<file path="config.mk">
export PLATFORM = sky130hd
export DESIGN_NAME = steer_en_sm
export DESIGN_NICKNAME = d
export VERILOG_FILES = /design/src/rtl/segway_pkg.sv /design/src/rtl/steer_dwell_tmr.sv /design/src/rtl/steer_en_sm.sv
export SDC_FILE = /design/constraint.sdc
export NUM_CORES = 1
export LEC_CHECK = 0
export CORE_MARGIN = 5
export CORE_UTILIZATION = 40
export DETAILED_ROUTE_END_ITERATION = 8
export PLACE_DENSITY = 0.69
export SYNTH_ARGS = -nofsm -noshare
export SYNTH_HDL_FRONTEND = slang
export SYNTH_HIERARCHICAL = 1
export SYNTH_SLANG_ARGS = --single-unit
</file>
<file path="constraint.sdc">
create_clock -name clk -period 13.65 [get_ports clk]
set_input_delay 2.73 -clock clk [delete_from_list [all_inputs] [get_ports clk]]
set_output_delay 2.73 -clock clk [all_outputs]
set_load 0.1 [all_outputs]
</file>
<file path="src/rtl/segway_pkg.sv">
`default_nettype none
// +----------------------------------------------------------------------------+
// | Module      : segway_pkg                                                   |
// | Description : Shared types and constants for the Segway rider logic.       |
// | Revision    : 1.0 - initial release                                        |
// +----------------------------------------------------------------------------+
package segway_pkg;

    typedef enum logic [1:0] {
        OFF   = 2'b00,
        WAIT  = 2'b01,
        STEER = 2'b10
    } steer_state_t;

    localparam logic [11:0] MIN_RIDER_WT   = 12'h200;
    localparam logic [11:0] WT_HYST        = 12'h040;
    localparam int          DWELL_BITS_SIM = 15;
    localparam int          DWELL_BITS_HW  = 26;

endpackage : segway_pkg
`default_nettype wire

</file>
<file path="src/rtl/steer_dwell_tmr.sv">
`default_nettype none
// +----------------------------------------------------------------------------+
// | Module      : steer_dwell_tmr                                              |
// | Description : Saturating dwell counter; full flags the all-ones value.     |
// | Revision    : 1.0 - initial release                                        |
// +----------------------------------------------------------------------------+
module steer_dwell_tmr #(
    parameter int WIDTH = 15
) (
    input  logic clk,
    input  logic rst,
    input  logic clr,
    input  logic inc,
    output logic full
);

    logic [WIDTH-1:0] r_cnt;

    // Clear has priority; the count parks at all-ones instead of wrapping.
    always_ff @(posedge clk) begin
        if (rst) begin
            r_cnt <= '0;
        end else if (clr) begin
            r_cnt <= '0;
        end else if (inc && !full) begin
            r_cnt <= r_cnt + 1'b1;
        end
    end

    assign full = &r_cnt;

endmodule : steer_dwell_tmr
`default_nettype wire

</file>
<file path="src/rtl/steer_en_sm.sv">
`default_nettype none
// +----------------------------------------------------------------------------+
// | Module      : steer_en_sm                                                  |
// | Description : Rider-presence / steering-enable controller for the Segway.  |
// | Revision    : 1.0 - initial release                                        |
// +----------------------------------------------------------------------------+
module steer_en_sm #(
    parameter logic [11:0] MIN_RIDER_WT = segway_pkg::MIN_RIDER_WT,
    parameter logic [11:0] WT_HYST      = segway_pkg::WT_HYST,
    parameter bit          FAST_SIM     = 1'b0
) (
    input  logic        clk,
    input  logic        rst,
    input  logic [11:0] lft_ld,
    input  logic [11:0] rght_ld,
    input  logic        ld_vld,
    output logic        en_steer,
    output logic        rider_off,
    output logic [1:0]  state_dbg
);

    import segway_pkg::*;

    localparam int          c_dwell_bits = FAST_SIM ? DWELL_BITS_SIM : DWELL_BITS_HW;
    localparam logic [12:0] c_on_lim     = {1'b0, MIN_RIDER_WT};
    localparam logic [12:0] c_off_lim    = {1'b0, MIN_RIDER_WT - WT_HYST};

    logic [12:0]  r_sum;
    logic [11:0]  r_diff;
    logic         r_on_wt, r_off_wt, r_bal, r_foot_off;
    logic [12:0]  w_sum;
    logic [11:0]  w_diff;
    logic [16:0]  w_prod;
    steer_state_t r_state, w_state_nxt;
    logic         w_tmr_clr, w_tmr_inc, w_tmr_full;
    logic         r_en_steer, r_rider_off;

    // The sample in force this cycle: a fresh one on ld_vld, else the held one.
    always_comb begin
        w_sum  = r_sum;
        w_diff = r_diff;
        if (ld_vld) begin
            w_sum  = {1'b0, lft_ld} + {1'b0, rght_ld};
            w_diff = (lft_ld >= rght_ld) ? (lft_ld - rght_ld) : (rght_ld - lft_ld);
        end
        w_prod = {4'b0000, w_sum} * 17'd15;
    end

    // Flags land one cycle after the strobe; reset values match an all-zero sample.
    always_ff @(posedge clk) begin
        if (rst) begin
            r_sum      <= '0;
            r_diff     <= '0;
            r_on_wt    <= 1'b0;
            r_off_wt   <= 1'b1;
            r_bal      <= 1'b1;
            r_foot_off <= 1'b0;
        end else begin
            r_sum      <= w_sum;
            r_diff     <= w_diff;
            r_on_wt    <= (w_sum >= c_on_lim);
            r_off_wt   <= (w_sum < c_off_lim);
            r_bal      <= ({1'b0, w_diff} <= {4'b0000, w_sum[12:4]});
            r_foot_off <= ({1'b0, w_diff} > w_prod[16:4]);
        end
    end

    steer_dwell_tmr #(
        .WIDTH (c_dwell_bits)
    ) u_dwell_tmr (
        .clk  (clk),
        .rst  (rst),
        .clr  (w_tmr_clr),
        .inc  (w_tmr_inc),
        .full (w_tmr_full)
    );

    always_comb begin
        w_state_nxt = r_state;
        w_tmr_clr   = 1'b0;
        w_tmr_inc   = 1'b0;
        case (r_state)
            OFF: begin
                if (r_on_wt) begin
                    w_state_nxt = WAIT;
                    w_tmr_clr   = 1'b1;
                end
            end
            WAIT: begin
                if (r_off_wt) begin
                    w_state_nxt = OFF;
                end else if (!r_bal) begin
                    w_tmr_clr = 1'b1;
                end else if (w_tmr_full) begin
                    w_state_nxt = STEER;
                    w_tmr_clr   = 1'b1;
                end else begin
                    w_tmr_inc = 1'b1;
                end
            end
            STEER: begin
                // Losing weight outranks a lifted foot.
                if (r_off_wt) begin
                    w_state_nxt = OFF;
                end else if (r_foot_off) begin
                    w_state_nxt = WAIT;
                    w_tmr_clr   = 1'b1;
                end
            end
            default: begin
                w_state_nxt = OFF;
                w_tmr_clr   = 1'b1;
            end
        endcase
    end

    always_ff @(posedge clk) begin
        if (rst) begin
            r_state     <= OFF;
            r_en_steer  <= 1'b0;
            r_rider_off <= 1'b1;
        end else begin
            r_state     <= w_state_nxt;
            r_en_steer  <= (w_state_nxt == STEER);
            r_rider_off <= (w_state_nxt == OFF);
        end
    end

    assign en_steer  = r_en_steer;
    assign rider_off = r_rider_off;
    assign state_dbg = r_state;

endmodule : steer_en_sm
`default_nettype wire

</file>
==> flow_metrics.tcl <==
set metrics [dict create \
    path_clk_slew_ns 0.05 \
    maxCapViolCount 0 \
    final_common_cell "ha_1" \
    rows 44 \
    yosysTopAreaCell "dfxtp_1" \
    yosysWarnings 6 \
    die_h_um 131 \
    area_delta_synth_final_pct 11.8 \
    die_area_mm2 0.0172 \
    setup_tns_ns 0 \
    dr.first_iter.drc_count 322 \
    status "finished clean" \
    synth.avg_cell_area_um2 8.12 \
    finalPower_mw 0.991 \
    place.port_buffers 30 \
    power_density_mw_per_mm2 151 \
    worst_clock_skew_ns 0.00532 \
    start_util_pct 40.6 \
    irDropWorstVdd_uv 98.9 \
    hp-class "flop to flop" \
    ant_nets 0 \
    muxShareOfSynthArea_pct 1.73 \
    hold_buffers 0 \
    drt_wl_total_mm 12.8 \
    synth_top_family_by_area "adder cells" \
    ys_async_sr_fraction_pct 0 \
    leakage_nw 2.78 \
    gp_congestion 0.916 \
    crit_fanout 9 \
    yosys-top-cells-area "dfxtp_1, ha_1, xnor2_1" \
    drt_drc_violations_left 0 \
    switching_share_pct 41.8 \
    regToRegSetupSlack_ns 8.39 \
    synth-compound-area-share_pct 20.2 \
    multi_input_area_mm2 0.00428 \
    p_switching_mw 0.414 \
    hold_viol_final 0 \
    clkSinkCount 59 \
    critPathLaunch "lft_ld[1]" \
    relSlewSlack_pct 25.3 \
    min_period_ns 8.94 \
    r2r_start "r_sum[2]" \
    fin_crit_sh_pct 65.5 \
    syn_inst 721 \
    grt_remaining_overflow 0 \
    pre_cts_ws_ns 4.48 \
    synth_seq_cells 59 \
    nFillCells 1423 \
    synth_xor_area_share_pct 9.27 \
    grt_pass1_wl_mm 22.4 \
    cts_tree "done" \
    cpPeakStageDelay_ns 0.57 \
    critical_path_class "input port to flop" \
    power_frac_comb_pct 60.3 \
    crit_arrival_ns 9.13 \
    io_pins 31 \
    grt_pass1_vias 4677 \
    p_int_mw 0.577 \
    avgViaCountPerCell 5.39 \
    dr.pass1.iters 5 \
    cts.path.max_buffers 2 \
    finalMaxSlewViolations 0 \
    p_seq_share_pct 19.0 \
    drive_above_1_share_pct 4.85 \
    antenna_found_initial 0 \
    post_cts_buffers 0 \
    synth_nets 837 \
    p_clk_share_pct 20.7 \
    routedWlPerCell_um 13.8 \
    route.vias.total 4992 \
    ctsResizeCount 0 \
    fin_util_pct 45.4 \
    cp.required_ns 13.85 \
    cts_root_buf "clkbuf_16" \
    die_w_um 131 \
    synthAdderAreaFrac_pct 22.2 \
    mostFrequentLayoutCells "ha_1, inv_1, nor2_1" \
    synth-edff-count 0 \
    synth.distinct_cells 70 \
    ff_latch_area_mm2 0.00118 \
    min-delay-start "u_dwell_tmr/r_cnt[19]" \
    grt_max_degree 48 \
    crit_chain "clkdlybuf4s50_1 -> inv_1 -> ha_1 -> nand2b_1 -> a221oi_1 -> o21ai_0 -> nor4b_1 -> a211oi_4 -> xor2_1 -> xor2_1 -> fa_1 -> inv_1 -> ha_1 -> a21oi_1 -> o21ai_0 -> a41o_1 -> o41a_1 -> a21o_1 -> a21oi_1 -> xor2_1 -> ha_1 -> nand3_1 -> nand2b_1 -> a2111oi_0" \
    nets 854 \
    coreArea_mm2 0.0144 \
    hpwlAfterDp_mm 9.85 \
    num_antenna_cells 0 \
    netlist_area_mm2 0.00586 \
    fin_ws_ns 4.71 \
    synth_top_area_share_pct 20.2 \
    synthFlopType "dfxtp_1" \
    worst_skew_pair.late_latency_ns 0.33 \
    worst_path_max_delay_cell "clkdlybuf4s50_1" \
    worstMarginPinSlew_ns 1.12 \
    setup_viol 0 \
    end_kind "flop" \
    ys_seq_area_share_pct 20.2 \
    fmax_mhz 112 \
    synth-simple-area-share_pct 19.7 \
    cp-start-kind "input port" \
    cts_buffers 9 \
    grt_util_all_layers_pct 15.9 \
    rsz0062_at_grt "false" \
    htreeDepth 3 \
]
power groups by stage:
stage / logic, mW / clock network, mW / registers (mW)
6_report: 0.598 / 0.205 / 0.188
5_1_grt: 0.695 / 0.219 / 0.190
4_1_cts: 0.600 / 0.212 / 0.188
3_5_place_dp: 0.592 / 0 / 0.192
3_3_place_gp: 0.592 / 0 / 0.192
2_1_floorplan: 0.480 / 0 / 0.195
cell usage after synthesis (13+ instances only):
cell and number:
ha_1 75, inv_1 71, nor2_1 64, dfxtp_1 59, a21oi_1 57, xnor2_1 45
nand2_1 38, o21ai_0 25, nor2b_1 21, xor2_1 17, fa_1 14, nand3_1 14
a21o_1 13
critical path, delay by kind of cell:
kind | cells | cell delay (ns)
XOR/XNOR | 3 | 0.52
AO/OA/AOI/OAI | 10 | 2.96
buffers and inverters | 3 | 0.76
AND/OR/NAND/NOR | 4 | 0.64
adder cells (fa/ha/maj) | 4 | 1.52
final timing paths:
check                                              to  cells past startpoint
worst max register to register             r_foot_off                     20
worst max-delay path                       r_foot_off                     24
worst min register to register  u_dwell_tmr/r_cnt[19]                      2
worst min-delay path            u_dwell_tmr/r_cnt[19]                      2
registers in the layout, summed over array words and instances, names as in the netlist:
name	cells
en_steer	1
r_foot_off	1
r_bal	1
u_dwell_tmr/r_cnt	26
r_diff	12
r_sum	13
r_on_wt	1
state_dbg	2
rider_off	1
r_off_wt	1
layout make-up:
| cell class | instances | share of cell area (%) |
|---|---|---|
| inverters | 73 | 4.18 |
| well taps | 184 | 3.52 |
| flip-flops and latches | 59 | 18.0 |
| multi-input cells | 563 | 65.3 |
| repair buffers | 32 | 4.81 |
| clock inverters | 6 | 0.630 |
| clock buffers | 10 | 3.50 |
metrics by stage:
step | area [µm²] | cells | hold slack [ns]
5_1_grt | 6550 | 927 | 0.520
2_1_floorplan | 5860 | 721 | 0.448
6_report | 6550 | 927 | 0.477
3_3_place_gp | 6280 | 911 | 0.467
3_5_place_dp | 6280 | 911 | 0.480
4_1_cts | 6550 | 927 | 0.488
metal layers:
layer  part of all wire, %  track usage [%]
met1                    50             22.7
met2                    46             25.5
met3                   3.4             2.48
met4                  0.71             2.90
met5                     0                0
cell families after synthesis:
group	count (synthesis)
compound gates	175
xor+xnor	62
fa+ha+maj	97
buf+inv	99
flops	59
mux	9
simple gates	220
No activity file was read; power rests on OpenSTA's default activity.
